===== config.mk =====
export PLATFORM = sky130hd
export DESIGN_NAME = im_load_sequencer
export DESIGN_NICKNAME = d
export VERILOG_FILES = /design/src/rtl/im_load_sequencer.sv
export SDC_FILE = /design/constraint.sdc
export NUM_CORES = 1
export LEC_CHECK = 0
export ABC_CLOCK_PERIOD_IN_PS = 2990
export CORE_ASPECT_RATIO = 1.1
export CORE_MARGIN = 2
export CORE_UTILIZATION = 35
export DETAILED_ROUTE_END_ITERATION = 16
export GPL_ROUTABILITY_DRIVEN = 0
export GPL_TIMING_DRIVEN = 0
export SLEW_MARGIN = 20
export SYNTH_ARGS = -nofsm -noshare
export SYNTH_HDL_FRONTEND = slang
export SYNTH_SLANG_ARGS = --single-unit

===== constraint.sdc =====
create_clock -name clk -period 2.99 [get_ports clk]
set_input_delay 0.598 -clock clk [delete_from_list [all_inputs] [get_ports clk]]
set_output_delay 0.598 -clock clk [all_outputs]
set_load 0.03 [all_outputs]

===== src/rtl/im_load_sequencer.sv =====
// ---------------------------------------------------------------------------
// im_load_sequencer
//
// Purpose:
//   Streams instruction words from an upstream valid/ready source into the
//   instruction memory (IM), starting at a programmable base address. It
//   counts accepted words and reports completion, abort and range errors.
//   It sits between the load-control state machine and the IM write port.
//
// Handshake:
//   A word transfers on a rising edge where in_valid & in_ready are both 1.
//   in_ready is driven only from the registered state (high in LOAD), with
//   no combinational path from in_valid. The upstream side must hold
//   in_data stable while in_valid is high and in_ready is low.
//
// Ports:
//   clk        in   clock, rising-edge
//   rst        in   asynchronous active-high reset
//   start      in   begin a load (sampled only in IDLE)
//   abort      in   terminate a load in progress (LOAD only)
//   base       in   [ADDR_W-1:0] first IM address, sampled with start
//   len        in   [ADDR_W:0]   number of words, sampled with start
//   in_valid   in   upstream word valid
//   in_data    in   [DATA_W-1:0] upstream instruction word
//   in_ready   out  sequencer accepts a word this cycle
//   im_we      out  IM write strobe (one cycle after each handshake)
//   im_addr    out  [ADDR_W-1:0] IM write address
//   im_wdata   out  [DATA_W-1:0] IM write data
//   cuenta     out  [ADDR_W:0]   words accepted in the current/last load
//   busy       out  high in LOAD
//   done       out  one-cycle pulse on successful completion
//   err        out  one-cycle pulse on a rejected start
//   state_o    out  [1:0] current FSM state (debug visibility)
//   stall_cnt  out  [15:0] LOAD cycles without in_valid (optional)
//
// Optional feature:
//   Define IMLC_STALL_CNT_EN to add the stall_cnt output and its saturating
//   counter. Without it the port and counter are absent.
// ---------------------------------------------------------------------------
module im_load_sequencer #(
    parameter int ADDR_W = 6,
    parameter int DATA_W = 32,
    parameter int DEPTH  = 64
) (
    input  logic              clk,
    input  logic              rst,
    input  logic              start,
    input  logic              abort,
    input  logic [ADDR_W-1:0] base,
    input  logic [ADDR_W:0]   len,
    input  logic              in_valid,
    input  logic [DATA_W-1:0] in_data,
    output logic              in_ready,
    output logic              im_we,
    output logic [ADDR_W-1:0] im_addr,
    output logic [DATA_W-1:0] im_wdata,
    output logic [ADDR_W:0]   cuenta,
    output logic              busy,
    output logic              done,
    output logic              err,
    output logic [1:0]        state_o
`ifdef IMLC_STALL_CNT_EN
    ,
    output logic [15:0]       stall_cnt
`endif
);

    typedef enum logic [1:0] {
        S_IDLE = 2'd0,
        S_LOAD = 2'd1,
        S_DONE = 2'd2
    } state_t;

    // DEPTH extended to the width of the range check so that base+len
    // cannot overflow before the comparison.
    localparam logic [ADDR_W+1:0] DEPTH_L = (ADDR_W+2)'(DEPTH);
    localparam logic [ADDR_W:0]   ONE_C   = {{ADDR_W{1'b0}}, 1'b1};

    state_t              state_q, state_d;
    logic [ADDR_W-1:0]   base_q, base_d;
    logic [ADDR_W:0]     len_q, len_d;
    logic [ADDR_W:0]     cuenta_q, cuenta_d;
    logic                im_we_q, im_we_d;
    logic [ADDR_W-1:0]   im_addr_q, im_addr_d;
    logic [DATA_W-1:0]   im_wdata_q, im_wdata_d;
    logic                err_q, err_d;

    logic [ADDR_W+1:0]   end_addr;
    logic                range_bad;
    logic                hs;
    logic [ADDR_W:0]     cuenta_inc;

    // Range check for a start request, done at ADDR_W+2 bits.
    assign end_addr  = {2'b00, base} + {1'b0, len};
    assign range_bad = (len == '0) || (end_addr > DEPTH_L);

    // A handshake that coincides with abort is dropped.
    assign hs         = (state_q == S_LOAD) && in_valid && !abort;
    assign cuenta_inc = cuenta_q + ONE_C;

    // -----------------------------------------------------------------------
    // State register
    // -----------------------------------------------------------------------
    always_ff @(posedge clk or posedge rst) begin
        if (rst) begin
            state_q    <= S_IDLE;
            base_q     <= '0;
            len_q      <= '0;
            cuenta_q   <= '0;
            im_we_q    <= 1'b0;
            im_addr_q  <= '0;
            im_wdata_q <= '0;
            err_q      <= 1'b0;
        end else begin
            state_q    <= state_d;
            base_q     <= base_d;
            len_q      <= len_d;
            cuenta_q   <= cuenta_d;
            im_we_q    <= im_we_d;
            im_addr_q  <= im_addr_d;
            im_wdata_q <= im_wdata_d;
            err_q      <= err_d;
        end
    end

    // -----------------------------------------------------------------------
    // Next-state and datapath
    // -----------------------------------------------------------------------
    always_comb begin
        state_d    = state_q;
        base_d     = base_q;
        len_d      = len_q;
        cuenta_d   = cuenta_q;
        im_we_d    = 1'b0;
        im_addr_d  = im_addr_q;
        im_wdata_d = im_wdata_q;
        err_d      = 1'b0;

        unique case (state_q)
            S_IDLE: begin
                if (start) begin
                    if (range_bad) begin
                        err_d = 1'b1;
                    end else begin
                        base_d   = base;
                        len_d    = len;
                        cuenta_d = '0;
                        state_d  = S_LOAD;
                    end
                end
            end

            S_LOAD: begin
                if (abort) begin
                    // Words already written stay counted in cuenta.
                    state_d = S_IDLE;
                end else if (hs) begin
                    im_we_d    = 1'b1;
                    // Address wraps modulo 2^ADDR_W by truncation.
                    im_addr_d  = base_q + cuenta_q[ADDR_W-1:0];
                    im_wdata_d = in_data;
                    cuenta_d   = cuenta_inc;
                    if (cuenta_inc == len_q) begin
                        state_d = S_DONE;
                    end
                end
            end

            S_DONE: begin
                state_d = S_IDLE;
            end

            default: begin
                state_d = S_IDLE;
            end
        endcase
    end

`ifdef IMLC_STALL_CNT_EN
    logic [15:0] stall_q, stall_d;

    always_ff @(posedge clk or posedge rst) begin
        if (rst) begin
            stall_q <= '0;
        end else begin
            stall_q <= stall_d;
        end
    end

    always_comb begin
        stall_d = stall_q;
        if (state_q == S_IDLE && start && !range_bad) begin
            stall_d = '0;
        end else if (state_q == S_LOAD && !in_valid && stall_q != 16'hFFFF) begin
            stall_d = stall_q + 16'd1;
        end
    end

    assign stall_cnt = stall_q;
`endif

    // -----------------------------------------------------------------------
    // Outputs
    // -----------------------------------------------------------------------
    assign in_ready = (state_q == S_LOAD);
    assign busy     = (state_q == S_LOAD);
    // done is asserted for the whole DONE cycle, which coincides with the
    // final IM write.
    assign done     = (state_q == S_DONE);
    assign err      = err_q;
    assign im_we    = im_we_q;
    assign im_addr  = im_addr_q;
    assign im_wdata = im_wdata_q;
    assign cuenta   = cuenta_q;
    assign state_o  = state_q;

endmodule


==> results of run 1 <==
==> cells in the final DEF (no fill, tap or decap), types with 3 or more instances in the layout <==
master,n
sky130_fd_sc_hd__nor3_1,3
sky130_fd_sc_hd__mux2_1,4
sky130_fd_sc_hd__xor2_1,7
sky130_fd_sc_hd__xnor2_1,12
sky130_fd_sc_hd__clkdlybuf4s50_1,101
sky130_fd_sc_hd__nand3_1,4
sky130_fd_sc_hd__o21a_1,3
sky130_fd_sc_hd__nor2_1,9
sky130_fd_sc_hd__inv_1,12
sky130_fd_sc_hd__nand2_1,112
sky130_fd_sc_hd__a21o_1,4
sky130_fd_sc_hd__clkbuf_1,9
sky130_fd_sc_hd__o21ai_0,6
sky130_fd_sc_hd__mux2_4,8
sky130_fd_sc_hd__a21oi_1,11
sky130_fd_sc_hd__ha_1,11
sky130_fd_sc_hd__clkbuf_8,10
sky130_fd_sc_hd__dfrtp_1,62
sky130_fd_sc_hd__buf_4,7
==> per-layer routing <==
layer,part of all wire (%),wire length [microns]
met1,44,3370
met2,47,3600
met3,6.6,499
met4,1.7,129
met5,0,0
==> repair_timing <==
item / in CTS / in global routing
gates resized for setup: 2 / 5
setup buffers: 0 / 6
endpoints found under the hold margin: 0 / 0
pin swaps: 0 / 2
setup endpoints to repair: 14 / 15
gates cloned: 0 / 1
==> report_power, final <==
group | switching (uW) | internal (uW)
Clock | 312 | 400
Combinational | 1110 | 918
Sequential | 219 | 1180
==> logic make-up after synthesis <==
group                    Yosys count  share of synthesized area [%]
AO/OA/AOI/OAI                     45                           11.0
adder cells (fa/ha/maj)           14                           6.12
XOR/XNOR                          19                           5.35
flip-flops                        62                           49.9
AND/OR/NAND/NOR                  142                           18.8
multiplexers                      13                           5.63
buffers and inverters             24                           3.26
==> critical path, cell delays in order <==
cell and delay, ps:
sky130_fd_sc_hd__clkdlybuf4s50_1 510, sky130_fd_sc_hd__ha_2 200, sky130_fd_sc_hd__inv_1 50, sky130_fd_sc_hd__fa_2 370
sky130_fd_sc_hd__nor2b_4 150, sky130_fd_sc_hd__o22ai_1 100, sky130_fd_sc_hd__xor2_1 160, sky130_fd_sc_hd__o2111a_2 180
sky130_fd_sc_hd__o211ai_4 290, sky130_fd_sc_hd__clkbuf_16 220, sky130_fd_sc_hd__mux2_4 290
==> sequential cells by signal, indices dropped and copies added, names as in the netlist <==
| name | flops |
|---|---|
| im_we | 1 |
| im_wdata | 32 |
| state_o | 2 |
| im_addr | 6 |
| base_q | 6 |
| len_q | 7 |
| err | 1 |
| cuenta | 7 |
==> worst max path at each step <==
stage | start | end | cells after the start
2_1_floorplan | base[0] | base_q[0] | 10
3_3_place_gp | len[0] | len_q[5] | 11
3_5_place_dp | len[0] | base_q[5] | 11
4_1_cts | len[0] | base_q[5] | 11
5_1_grt | len[0] | len_q[4] | 11
6_report | len[0] | len_q[5] | 11
==> stage by stage <==
step / hold WS [ps] / setup WS, ps
6_report: 474 / 93.7
5_1_grt: 499 / 13.9
4_1_cts: 477 / 5.24
3_5_place_dp: 461 / -428
3_3_place_gp: 457 / -421
2_1_floorplan: 484 / 355
==> cell type report <==
type                    count  area [sq um]  area share, %
clock inverters             4          47.5           1.04
clock buffers              11           141           3.09
repair buffers            109          1110           24.2
plain buffers              10          57.6           1.26
flip-flops and latches     62          1550           33.9
inverters                  14          55.1           1.20
well taps                 114           143           3.11
multi-input cells         233          1480           32.2
==> results.md, run 1 <==
- The via total after detailed routing is 2,609.
- VDD sags by at most 0.252 mV.
- Sorting the synthesized cells by area gives the leading types as sky130_fd_sc_hd__dfrtp_1 50%, sky130_fd_sc_hd__nand2_1 14%, sky130_fd_sc_hd__ha_1 4.8%.
- The number of CTS-inserted buffers is 9.
- The placed standard-cell area is 4290 sq um.
- The startpoint identified for the worst register-to-register timing path is state_o[1].
- The critical path data arrival time is 3120 ps.
- The synthesized flop and latch total is 62.
- The worst hold path terminates at im_wdata[20].
- The class of the most critical hold timing path is register to register.
- The number of instances on the worst hold path is 2.
- The number of remaining DRC errors is 0.
- CTS placed an instance of sky130_fd_sc_hd__clkbuf_8 at the clock tree root.
- The top cell type by area accounts for 49.9% of the synthesized area.
- Counting instances in the post-synthesis netlist gives the leading cell types as 112 x sky130_fd_sc_hd__nand2_1, 62 x sky130_fd_sc_hd__dfrtp_1, 13 x sky130_fd_sc_hd__inv_1, 12 x sky130_fd_sc_hd__ha_1, 12 x sky130_fd_sc_hd__xnor2_1.
- 102 I/O pins were placed.
- The launch point of the worst hold path is im_wdata[20].
- The number of sinks on the clock net is 62.
- Counting I/O delays and the setup requirement, the final critical path takes 2900 ps.
- The first global-routing pass estimated 11.8 mm of wire.
- The actual slew at the worst max-slew pin is 545 ps.
- The count of antenna diodes in the layout is 0.
- The detailed router finished its first iteration with 45 violations.
- The Yosys step of the flow raised 0 warnings.
- For met3 alone, demand over resource in global routing was 3.36%.
- The worst setup path is captured at a register.
- The power per standard cell area is 903 nW/um^2.
- The highest clock frequency the design can meet is 345 MHz.
- The area of the core is 8740 sq um.
- The max-slew headroom at the worst pin is 63.7%.
- The run finished with clean final reports.
- In this run the number of H-tree levels came out at 3.
- The peak fanout along the critical path is 6.
- In this run the register-to-register setup slack is 800 ps.
- The total congestion overflow after global routing is 0.
- The pre-antenna-repair detailed-routing pass consisted of 5 iterations.
- Among all flip-flop cells after synthesis, the most frequent one is sky130_fd_sc_hd__dfrtp_1.
- The category of the critical setup timing path is input pin to register.
- In the finished design, the share of the clock period the worst path needs comes to 96.9%.
- The die footprint is 9650 sq um.
- The number of hold-repair buffers added at the cts stage is 0.
- Buffers placed on the I/O ports in this run total 101.
- For this run, the total global-route usage over all layers was measured as 16.1%.
- The hold violation total from the final report is 0.
- Measured along the y axis, the die boundary spans 103 microns.
- The pin count of the biggest net entering global routing is 54.
- The most common cell in the synthesized netlist is sky130_fd_sc_hd__nand2_1.
- The post-detailed-route via-to-cell ratio is 4.68.
- No sink is reached through more buffers than the 2 on the longest clock path.
- Of the cells placed in the final design, the portion with a size suffix greater than 1 is 10.2%.
- Counting flops with an async set or reset pin after synthesis yields a share of 100%.
- For this design the static power due to leakage is 0.00215 uW.
- The final cell count without fillers is 557.
- The count of nets left with antenna violations once routing finished came out at 0.
- sky130_fd_sc_hd__dfrtp_1 takes more of the synthesized area than any other cell.
- Setup repair after global routing left no endpoint under its margin.
- For this run, global-route usage on met1 was measured as 20.0%.
- The count of placed standard cells including taps is 535.
- Data on the critical path is required at its endpoint by 3210 ps.
- After synthesis, the mean cell area works out to 9.75 sq um.
- The layout-stage area growth over the synthesis result is 47.3%.
- The worst register-to-register path ends at cuenta[5].
- The setup-violating endpoint count in the final report is 0.
- In the final timing run, aggregate negative setup slack is 0 ps.
- The final setup skew is 6.46 ps.
- The CTS tree is done.
- The core utilization of the finished layout is 52.4%.
- The number of nets in the synthesized netlist is 383.
- Max-cap violations in this run came to 0.
- After global routing, the most crowded layer is met2.
- The routed length per instance is 13.7 microns.
- The initial core utilization is 35.6%.
- The number of global-route vias before repair is 2,490.
- Sequential elements use 49.9% of the synthesized area.
- The post-synthesis cell count is 319.
- Summing all non-filler instances in the final layout gives an area of 4580 sq um.
- The synthesized design contains 0 enable-type register cells.
- The netlist area before placement is 3110 sq um.
- The number of max-slew violations in the final report was 0.
- Once detailed placement completed, the half-perimeter wirelength came to 5.78 mm.
- The initial antenna violation count is 0.
- The clock-pin slew on the worst setup and hold paths is 70 ps.
- The initialized floorplan defines 36 standard-cell rows.
- Overall power consumption after layout is estimated at 4140 uW.
- Global routing used 26.7% of the available met2 tracks.
- The final-stage net count is 503.
- After filler insertion, the fill cell instance count of the layout stands at 845.
- The critical path startpoint category is an input pin.
- After synthesis, the netlist uses 47 different library cells.
- The width of the die is 93.9 microns.
- The worst reg2reg path depth is 7.
- Summed over all layers, the routed wires come to 7.61 mm.
- At the later pin of the worst-skew pair, clock insertion delay measures 340 ps.
No activity file was read; power rests on OpenSTA's default activity.
==> run 2, diff against run 1 <==
- ABC_AREA: not set -> 1
- CTS_BUF_LIST: not set -> sky130_fd_sc_hd__clkbuf_4
- GPL_TIMING_DRIVEN: 0 -> not set
==> run 2 against run 1 <==
Net effect:
- clock skew grew 2.5 ps
- combinational power shrank 7%
- synthesized cell count grew 29%
- total power shrank 4.1%
- global-route usage grew 0.16 points
- via count grew 10%
- non-clock buffer count shrank 13
- sequential share of layout area grew 0.17 points
- cell area shrank 0.49%
- critical path type unchanged
- critical endpoint is now cuenta[4]
- largest cell class unchanged
==> results.md, run 2 <==
- The path length in cells of the critical path came to 16 (+5).
- The total routed wirelength is 7.73 mm (+1.6%).
- The first-pass GRT wire length is 12.7 mm (+7.3%).
- The global-route total usage across every layer is 16.2% (+0.16 points).
- The number of remaining DRC errors is 0 (unchanged).
- The number of cells upsized or downsized after cts is 0 (-2).
- After synthesis, the cell types taking the most area are sky130_fd_sc_hd__dfrtp_1 48%, sky130_fd_sc_hd__nand2_1 22%, sky130_fd_sc_hd__ha_1 4.6%.
- Leaving out fill and tap cells, the most frequent cell in the layout is sky130_fd_sc_hd__nand2_1.
- The final-stage net count is 584 (+16%).
- The layout-stage area growth over the synthesis result is 40.5%.
- The netlist area before placement is 3240 sq um (+4.3%).
- The number of global-route vias before repair is 2,769 (+11%).
- The critical path is of the input pin to register type.
- The sort of element at the end of the critical path is a register.
- The setup-violating endpoint count in the final report is 0 (unchanged).
- The met2 layer usage reported by global route came to 25.6% (-1.1 points).
- The final critical path time including I/O delays and setup is 2600 ps (-297 ps).
- The synthesized area per cell came to 7.86 sq um (-19%).
- STA classifies the critical path startpoint as an input pin.
- The clock insertion delay at the later pin of the skew report was 390 ps (+50 ps).
- The maximum count of clock buffers along a single path is 2 (unchanged).
- The core utilization of the finished layout is 51.1% (-1.3 points).
- The most frequent cell on the critical path is sky130_fd_sc_hd__nand2_1.
- The number of placed I/O pins was 102 (unchanged).
- The max-slew headroom at the worst pin is 29.3% (-34 points).
- The number of fillers in the final layout is 874 (+3.4%).
- The number of instances on the worst hold path is 2 (unchanged).
- The yosys synthesis warning count is 0 (unchanged).
- The synthesized flop and latch total is 62 (unchanged).
- By count the netlist is led by 188 x sky130_fd_sc_hd__nand2_1, 62 x sky130_fd_sc_hd__dfrtp_1, 39 x sky130_fd_sc_hd__inv_1, 24 x sky130_fd_sc_hd__nand3_1, 23 x sky130_fd_sc_hd__nor2_1.
- The DRC marker count from the first detailed-route iteration is 72 (+60%).
- The level count of the clock H-tree is 3 (unchanged).
- The family with the most delay on the worst path is simple AND/OR/NAND/NOR gates.
- The routed length per instance came to 12.1 microns (-12%).
- The predominant post-synthesis flop cell is sky130_fd_sc_hd__dfrtp_1.
- The most numerous cell in the Yosys netlist is sky130_fd_sc_hd__nand2_1.
- The hold violation total from the final report was 0 (unchanged).
- The final setup skew is 8.94 ps (+2.48 ps).
- Setup repair after global routing left no endpoint under its margin.
- The total congestion overflow after global routing is 0 (unchanged).
- The peak fanout along the critical path is 9 (+3).
- The share of the cycle needed by the critical path after routing is 86.9% (-9.9 points).
- The share of Yosys cell area claimed by the top area cell type came to 47.8% (-2.1 points).
- The via total after detailed routing is 2,870 (+10%).
- The post-detailed-route via-to-cell ratio is 4.48 (-4.3%).
- The area of the core is 8920 sq um (+2.1%).
- The pin count of the biggest net entering global routing is 44 (-19%).
- The number of I/O port buffers was 101 (unchanged).
- The standby leakage power came to 0.00227 uW (+6.0%).
- The number of maximum-capacitance constraint violations is 0 (unchanged).
- The most area-hungry cell type in the Yosys netlist is sky130_fd_sc_hd__dfrtp_1.
- The number of setup buffers added after CTS is 0 (unchanged).
- The cell at the root of the clock tree is sky130_fd_sc_hd__clkbuf_4.
- The length of the first detailed-routing pass in iterations is 4 (-1).
- The number of hold-repair buffers added at the cts stage is 0 (unchanged).
- The die footprint is 10,100 sq um (+4.2%).
- The critical path data arrival time is 2870 ps (-250 ps).
- The vertical extent of the die is 105 microns (+2.1%).
- The final sum of negative setup slack is 0 ps (unchanged).
- The slowest stage of the critical path is the sky130_fd_sc_hd__clkdlybuf4s50_1 cell.
- The global routing stage identified its most utilized layer as met2.
- The initial antenna violation count is 1 (+1).
- The post-synthesis cell count is 413 (+29%).
- The highest clock frequency the design can meet is 385 MHz (+11%).
- The flow ran to the end, and the final reports show no timing, DRC or antenna violations.
- The actual slew at the worst max-slew pin is 1050 ps (+508 ps).
- The flip-flop count of the largest register after layout is 32 (unchanged).
- In the layout the commonest cells are 188 x sky130_fd_sc_hd__nand2_1, 101 x sky130_fd_sc_hd__clkdlybuf4s50_1, 62 x sky130_fd_sc_hd__dfrtp_1.
- Traced cell by cell, the critical path runs through clkdlybuf4s50_1 > ha_1 > inv_1 > fa_1 > inv_1 > nand3_1 > nand2_1 > nand3_1 > nand3_1 > nand2_1 > nand2_2 > nand2_4 > nand2_2 > nand2_4 > nand2_1 > nand2_1.
- The unique cell type count in the Yosys netlist was 21 (-55%).
- The power per standard cell area is 871 nW/um^2 (-3.6%).
- The post-detailed-placement half-perimeter wirelength came to 5.85 mm (+1.1%).
- The highest cell delay on the worst timing path is 520 ps (about the same).
- The met3 capacity usage during global routing is 3.24% (-0.12 points).
- The number of CTS-inserted buffers is 9 (unchanged).
- The worst voltage drop across the vdd grid is 0.264 mV (+4.7%).
- The count of buffer and inverter cells on the critical path came to 3 (unchanged).
- TritonCTS built the clock tree.
- The width of the die was 95.8 microns (+2.1%).
- The global-route track usage on met1 was 21.6% (+1.5 points).
- The clock-pin slew on the worst setup and hold paths is 90 ps (+20 ps).
- The share of synthesized area occupied by flip-flops and latches is 47.8% (-2.1 points).
- The proportion of synthesized flip-flops having asynchronous set or reset is 100% (unchanged).
- The required time at the worst-slack endpoint is 3270 ps (+60 ps).
- The number of max-slew violations in the final report came to 0 (unchanged).
- The class of the most critical hold timing path is register to register.
- The number of synthesized flops with an enable pin is 0 (unchanged).
- The share of post-route cells with drive strength above 1 is 7.81% (-2.3 points).
- The post-detailed-route count of antenna-violating nets was 0 (unchanged).
- The initial core utilization is 36.4% (+0.80 points).
- The post-synthesis net count came to 477 (+25%).
- The worst reg2reg path depth is 8 (+1).
- The number of sinks on the clock net is 62 (unchanged).
- The total number of placement rows is 36 (unchanged).
## run 2: changes by cell type in the layout (fill, tap and decap cells not counted), sizes merged, moves of 11 or more
cell | before | now
o21ai | 8 | 19
xnor2 | 12 | 1
inv | 14 | 39
nand2 | 112 | 199
clkbuf | 20 | 9
nand3 | 4 | 24
nor2 | 9 | 24
mux2 | 12 | 0
## run 2: worst register-to-register path: stages, from the launching register on
cell and delay (ps):
sky130_fd_sc_hd__dfrtp_1 410, sky130_fd_sc_hd__inv_1 100, sky130_fd_sc_hd__nor2_1 80, sky130_fd_sc_hd__inv_1 190, sky130_fd_sc_hd__nor2_1 100, sky130_fd_sc_hd__nand2_1 100
sky130_fd_sc_hd__clkinv_1 810, sky130_fd_sc_hd__nand2_1 300, sky130_fd_sc_hd__nand2_1 80
## run 2: worst paths after layout
check / endpoint / from / slack, ps
worst max register to register: im_wdata[31] / state_o[0] / 710
worst min-delay path: im_wdata[12] / im_wdata[12] / 490
min in group asynchronous: cuenta[6] / rst / 560
max in group asynchronous: im_addr[2] / rst / 1840
worst min register to register: im_wdata[12] / im_wdata[12] / 490
worst max-delay path: cuenta[4] / len[0] / 390
## run 2: layout make-up
cell class / count / area [sq um] / area share, %
Sequential cell: 62 / 1550 / 34.0
Inverter: 40 / 150 / 3.29
Clock inverter: 7 / 113 / 2.47
Timing Repair Buffer: 106 / 1070 / 23.6
Antenna cell: 1 / 2.50 / 0.0549
Clock buffer: 9 / 67.6 / 1.48
Multi-Input combinational cell: 301 / 1460 / 32.0
Tap cell: 114 / 143 / 3.13
## run 2: through the flow
step / hold slack (ps) / cells / setup slack [ps] / total power, uW / instance area, sq um
5_1_grt: 508 / 640 / 218 / 4260 / 4560
4_1_cts: 492 / 639 / 461 / 4020 / 4560
2_1_floorplan: 446 / 413 / 757 / 2510 / 3240
3_5_place_dp: 467 / 623 / 29.2 / 3290 / 4380
6_report: 486 / 640 / 391 / 3970 / 4560
3_3_place_gp: 462 / 623 / 98.9 / 3260 / 4380
## run 2: kinds of logic after synthesis
kind of cell	count (synthesis)	synth area share, %
simple gates	251	31.9
compound gates	30	5.55
buf+inv	50	7.25
xor+xnor	6	1.62
fa+ha+maj	14	5.86
flops	62	47.8
## run 2: metal layers
layer	vias up	wire [microns]
met5	-	0
met4	0	112
met3	8	461
met2	81	3510
met1	1290	3650
li1	1491	-
## run 2: where the power goes
part / switching [uW] / total, uW / internal (uW)
Combinational: 1110 / 1890 / 780
Clock: 291 / 710 / 419
Sequential: 195 / 1360 / 1170
Total: 1600 / 3970 / 2370
==> run 3, diff against run 2 <==
- CORE_MARGIN: 2 -> not set
- MAX_ROUTING_LAYER: not set -> met4
- REMOVE_ABC_BUFFERS: not set -> 1
==> run 3 against run 2 <==
Net effect:
- register-to-register slack improved by 240 ps
- clock skew decreased by 1.0 ps
- global-route usage rose by 2.3 points
- flip-flop and latch count stayed put
- combinational power about the same
- critical path depth did not move
==> results.md, run 3 (synthesis results as in run 2) <==
- The max-slew headroom at the worst pin is 47.4% (+18 points).
- The count of antenna diodes in the layout is 0 (-1).
- The highest clock frequency the design can meet is 384 MHz (-0.29%).
- The most frequent cell on the critical path is sky130_fd_sc_hd__nand2_1.
- The number of sinks on the clock net was 62 (unchanged).
- The final setup skew was 7.91 ps (-1.04 ps).
- The number of remaining DRC errors is 0 (unchanged).
- The highest cell delay on the worst timing path is 520 ps (about the same).
- The number of max-slew violations in the final report is 0 (unchanged).
- The length of the first detailed-routing pass in iterations was 4 (unchanged).
- The global-route total usage across every layer was 18.6% (+2.3 points).
- The minimum setup slack in the final design is 383 ps (-7.68 ps).
- The number of global-route vias before repair is 2,905 (+4.9%).
- The DRC marker count from the first detailed-route iteration is 138 (+92%).
- The number of cells upsized or downsized after cts is 0 (unchanged).
- The first-pass GRT wire length came to 13.4 mm (+5.3%).
- The via total after detailed routing is 2,952 (+2.9%).
- The pin count of the biggest net entering global routing is 39 (-11%).
- The final critical path time including I/O delays and setup is 2610 ps (+7.68 ps).
- The post-detailed-route via-to-cell ratio was 4.59 (+2.4%).
- The number of fillers in the final layout is 872 (-0.23%).
- Traced cell by cell, the critical path runs through clkdlybuf4s50_1 > ha_1 > inv_1 > fa_1 > inv_1 > nand3_1 > nand2_1 > nand3_1 > nand3_1 > nand2_1 > nand2_2 > nand2_4 > nand2_2 > nand2_4 > nand2_1 > nand2_1.
- The hold violation total from the final report came to 0 (unchanged).
- The worst voltage drop across the vdd grid is 0.228 mV (-14%).
- The number of placed I/O pins came to 102 (unchanged).
- The flip-flop count of the largest register after layout is 32 (unchanged).
- The total number of placement rows is 36 (unchanged).
- The launch point of the worst hold path is im_wdata[4].
- STA classifies the critical path endpoint as a register.
- The peak fanout along the critical path is 9 (unchanged).
- The setup-violating endpoint count in the final report was 0 (unchanged).
- The routed length per instance is 12.5 microns (+3.8%).
- The total routed wirelength is 8.06 mm (+4.3%).
- The die footprint is 9660 sq um (-4.0%).
- The area of the core came to 8920 sq um (unchanged).
- The cell at the root of the clock tree is sky130_fd_sc_hd__clkbuf_4.
- The commonest non-fill, non-tap cell in the layout is sky130_fd_sc_hd__nand2_1.
- The clock-pin slew on the worst setup and hold paths is 100 ps (about the same).
- The width of the die is 93.8 microns (-2.1%).
- The kind of cell with the highest combined delay along the critical path is simple AND/OR/NAND/NOR gates.
- The category of the critical setup timing path is input pin to register.
- The post-detailed-placement half-perimeter wirelength was 6.12 mm (+4.6%).
- The power per standard cell area came to 864 nW/um^2 (-0.80%).
- The worst hold slack is 488 ps (+1.92 ps).
- The standby leakage power came to 0.00228 uW (about the same).
- The number of CTS-inserted buffers was 9 (unchanged).
- The count of buffer and inverter cells on the critical path is 3 (unchanged).
- The post-detailed-route count of antenna-violating nets came to 0 (unchanged).
- The level count of the clock H-tree is 3 (unchanged).
- The share of post-route cells with drive strength above 1 is 8.70% (+0.89 points).
- The clock insertion delay at the later pin of the skew report is 390 ps (about the same).
- The initial core utilization is 36.4% (unchanged).
- Setup repair after global routing left no endpoint under its margin.
- The maximum count of clock buffers along a single path is 2 (unchanged).
- The share of the cycle needed by the critical path after routing is 87.2% (+0.26 points).
- The final sum of negative setup slack is 0 ps (unchanged).
- The initial antenna violation count is 0 (-1).
- The final-stage net count is 588 (+0.68%).
- The number of maximum-capacitance constraint violations is 0 (unchanged).
- TritonCTS built the clock tree.
- Tracing the worst setup path back leads to its startpoint at len[0].
- STA classifies the critical path startpoint as an input pin.
- The critical path data arrival time is 2890 ps (+20 ps).
- The top cell types in the final layout, fill and taps aside, are 188 x sky130_fd_sc_hd__nand2_1, 101 x sky130_fd_sc_hd__clkdlybuf4s50_1, 62 x sky130_fd_sc_hd__dfrtp_1.
- The number of I/O port buffers came to 101 (unchanged).
- The worst slack after detailed placement is 14.9 ps (-14.3 ps).
- The flow ran to the end, and the final reports show no timing, DRC or antenna violations.
- The total congestion overflow after global routing came to 0 (unchanged).
- The class of the most critical hold timing path is register to register.
- The number of setup buffers added after CTS is 0 (unchanged).
- The vertical extent of the die is 103 microns (-1.9%).
- The layout-stage area growth over the synthesis result is 40.0%.
- The required time at the worst-slack endpoint came to 3280 ps (about the same).
- The number of hold-repair buffers added at the cts stage came to 0 (unchanged).
- The startpoint of the worst-slack reg-to-reg timing path is state_o[0].
- The cell at the slowest stage of the critical path is sky130_fd_sc_hd__clkdlybuf4s50_1.
- The actual slew at the worst max-slew pin is 788 ps (-265 ps).
[run 3: final cells by class]
type,instances,area [sq um],share of cell area (%)
Sequential cell,62,1550,34.2
Multi-Input combinational cell,301,1460,32.1
Timing Repair Buffer,110,1080,23.7
Inverter,40,150,3.31
Tap cell,114,143,3.14
Clock inverter,6,86.3,1.90
Clock buffer,10,75.1,1.65
[run 3: where the power goes]
| group | internal [uW] | total [uW] | switching, uW |
|---|---|---|---|
| registers | 1170 | 1360 | 194 |
| logic | 781 | 1900 | 1120 |
| clock network | 347 | 659 | 312 |
| total | 2300 | 3920 | 1620 |
[run 3: worst register-to-register path: cells and delay by family, from the launching register on]
| kind | cells | cell delay [ps] |
|---|---|---|
| buffers and inverters | 2 | 250 |
| DFF | 1 | 390 |
| and+or+nand+nor | 7 | 1310 |
[run 3: path summary, 6_finish.rpt]
check                                to  slack [ps]  cells after the start
hold / removal              im_wdata[4]         490                      2
min in group asynchronous    im_addr[3]         670                      2
setup reg to reg              cuenta[2]         950                      9
setup / recovery              cuenta[2]         380                     16
max in group asynchronous  im_wdata[23]        1630                      3
hold reg to reg             im_wdata[4]         490                      2
[run 3: per-layer routing]
| layer | vias to the layer above | routed length (microns) | track usage, % | share of wire [%] |
|---|---|---|---|---|
| li1 | 1506 | - | - | - |
| met1 | 1327 | 3630 | 22.2 | 45 |
| met2 | 105 | 3740 | 30.4 | 46 |
| met3 | 14 | 525 | 2.73 | 6.5 |
| met4 | 0 | 168 | 9.59 | 2.1 |
| met5 | - | 0 | - | 0 |
[run 3: metrics by stage]
step	std cells	util [%]	area [sq um]	power [uW]
after floorplan	403	-	3160	2480
after global placement	627	49.1	4380	3270
after detailed placement	627	49.1	4380	3300
after CTS	643	50.9	4540	3970
after global routing	643	50.9	4540	4190
final	643	50.9	4540	3920
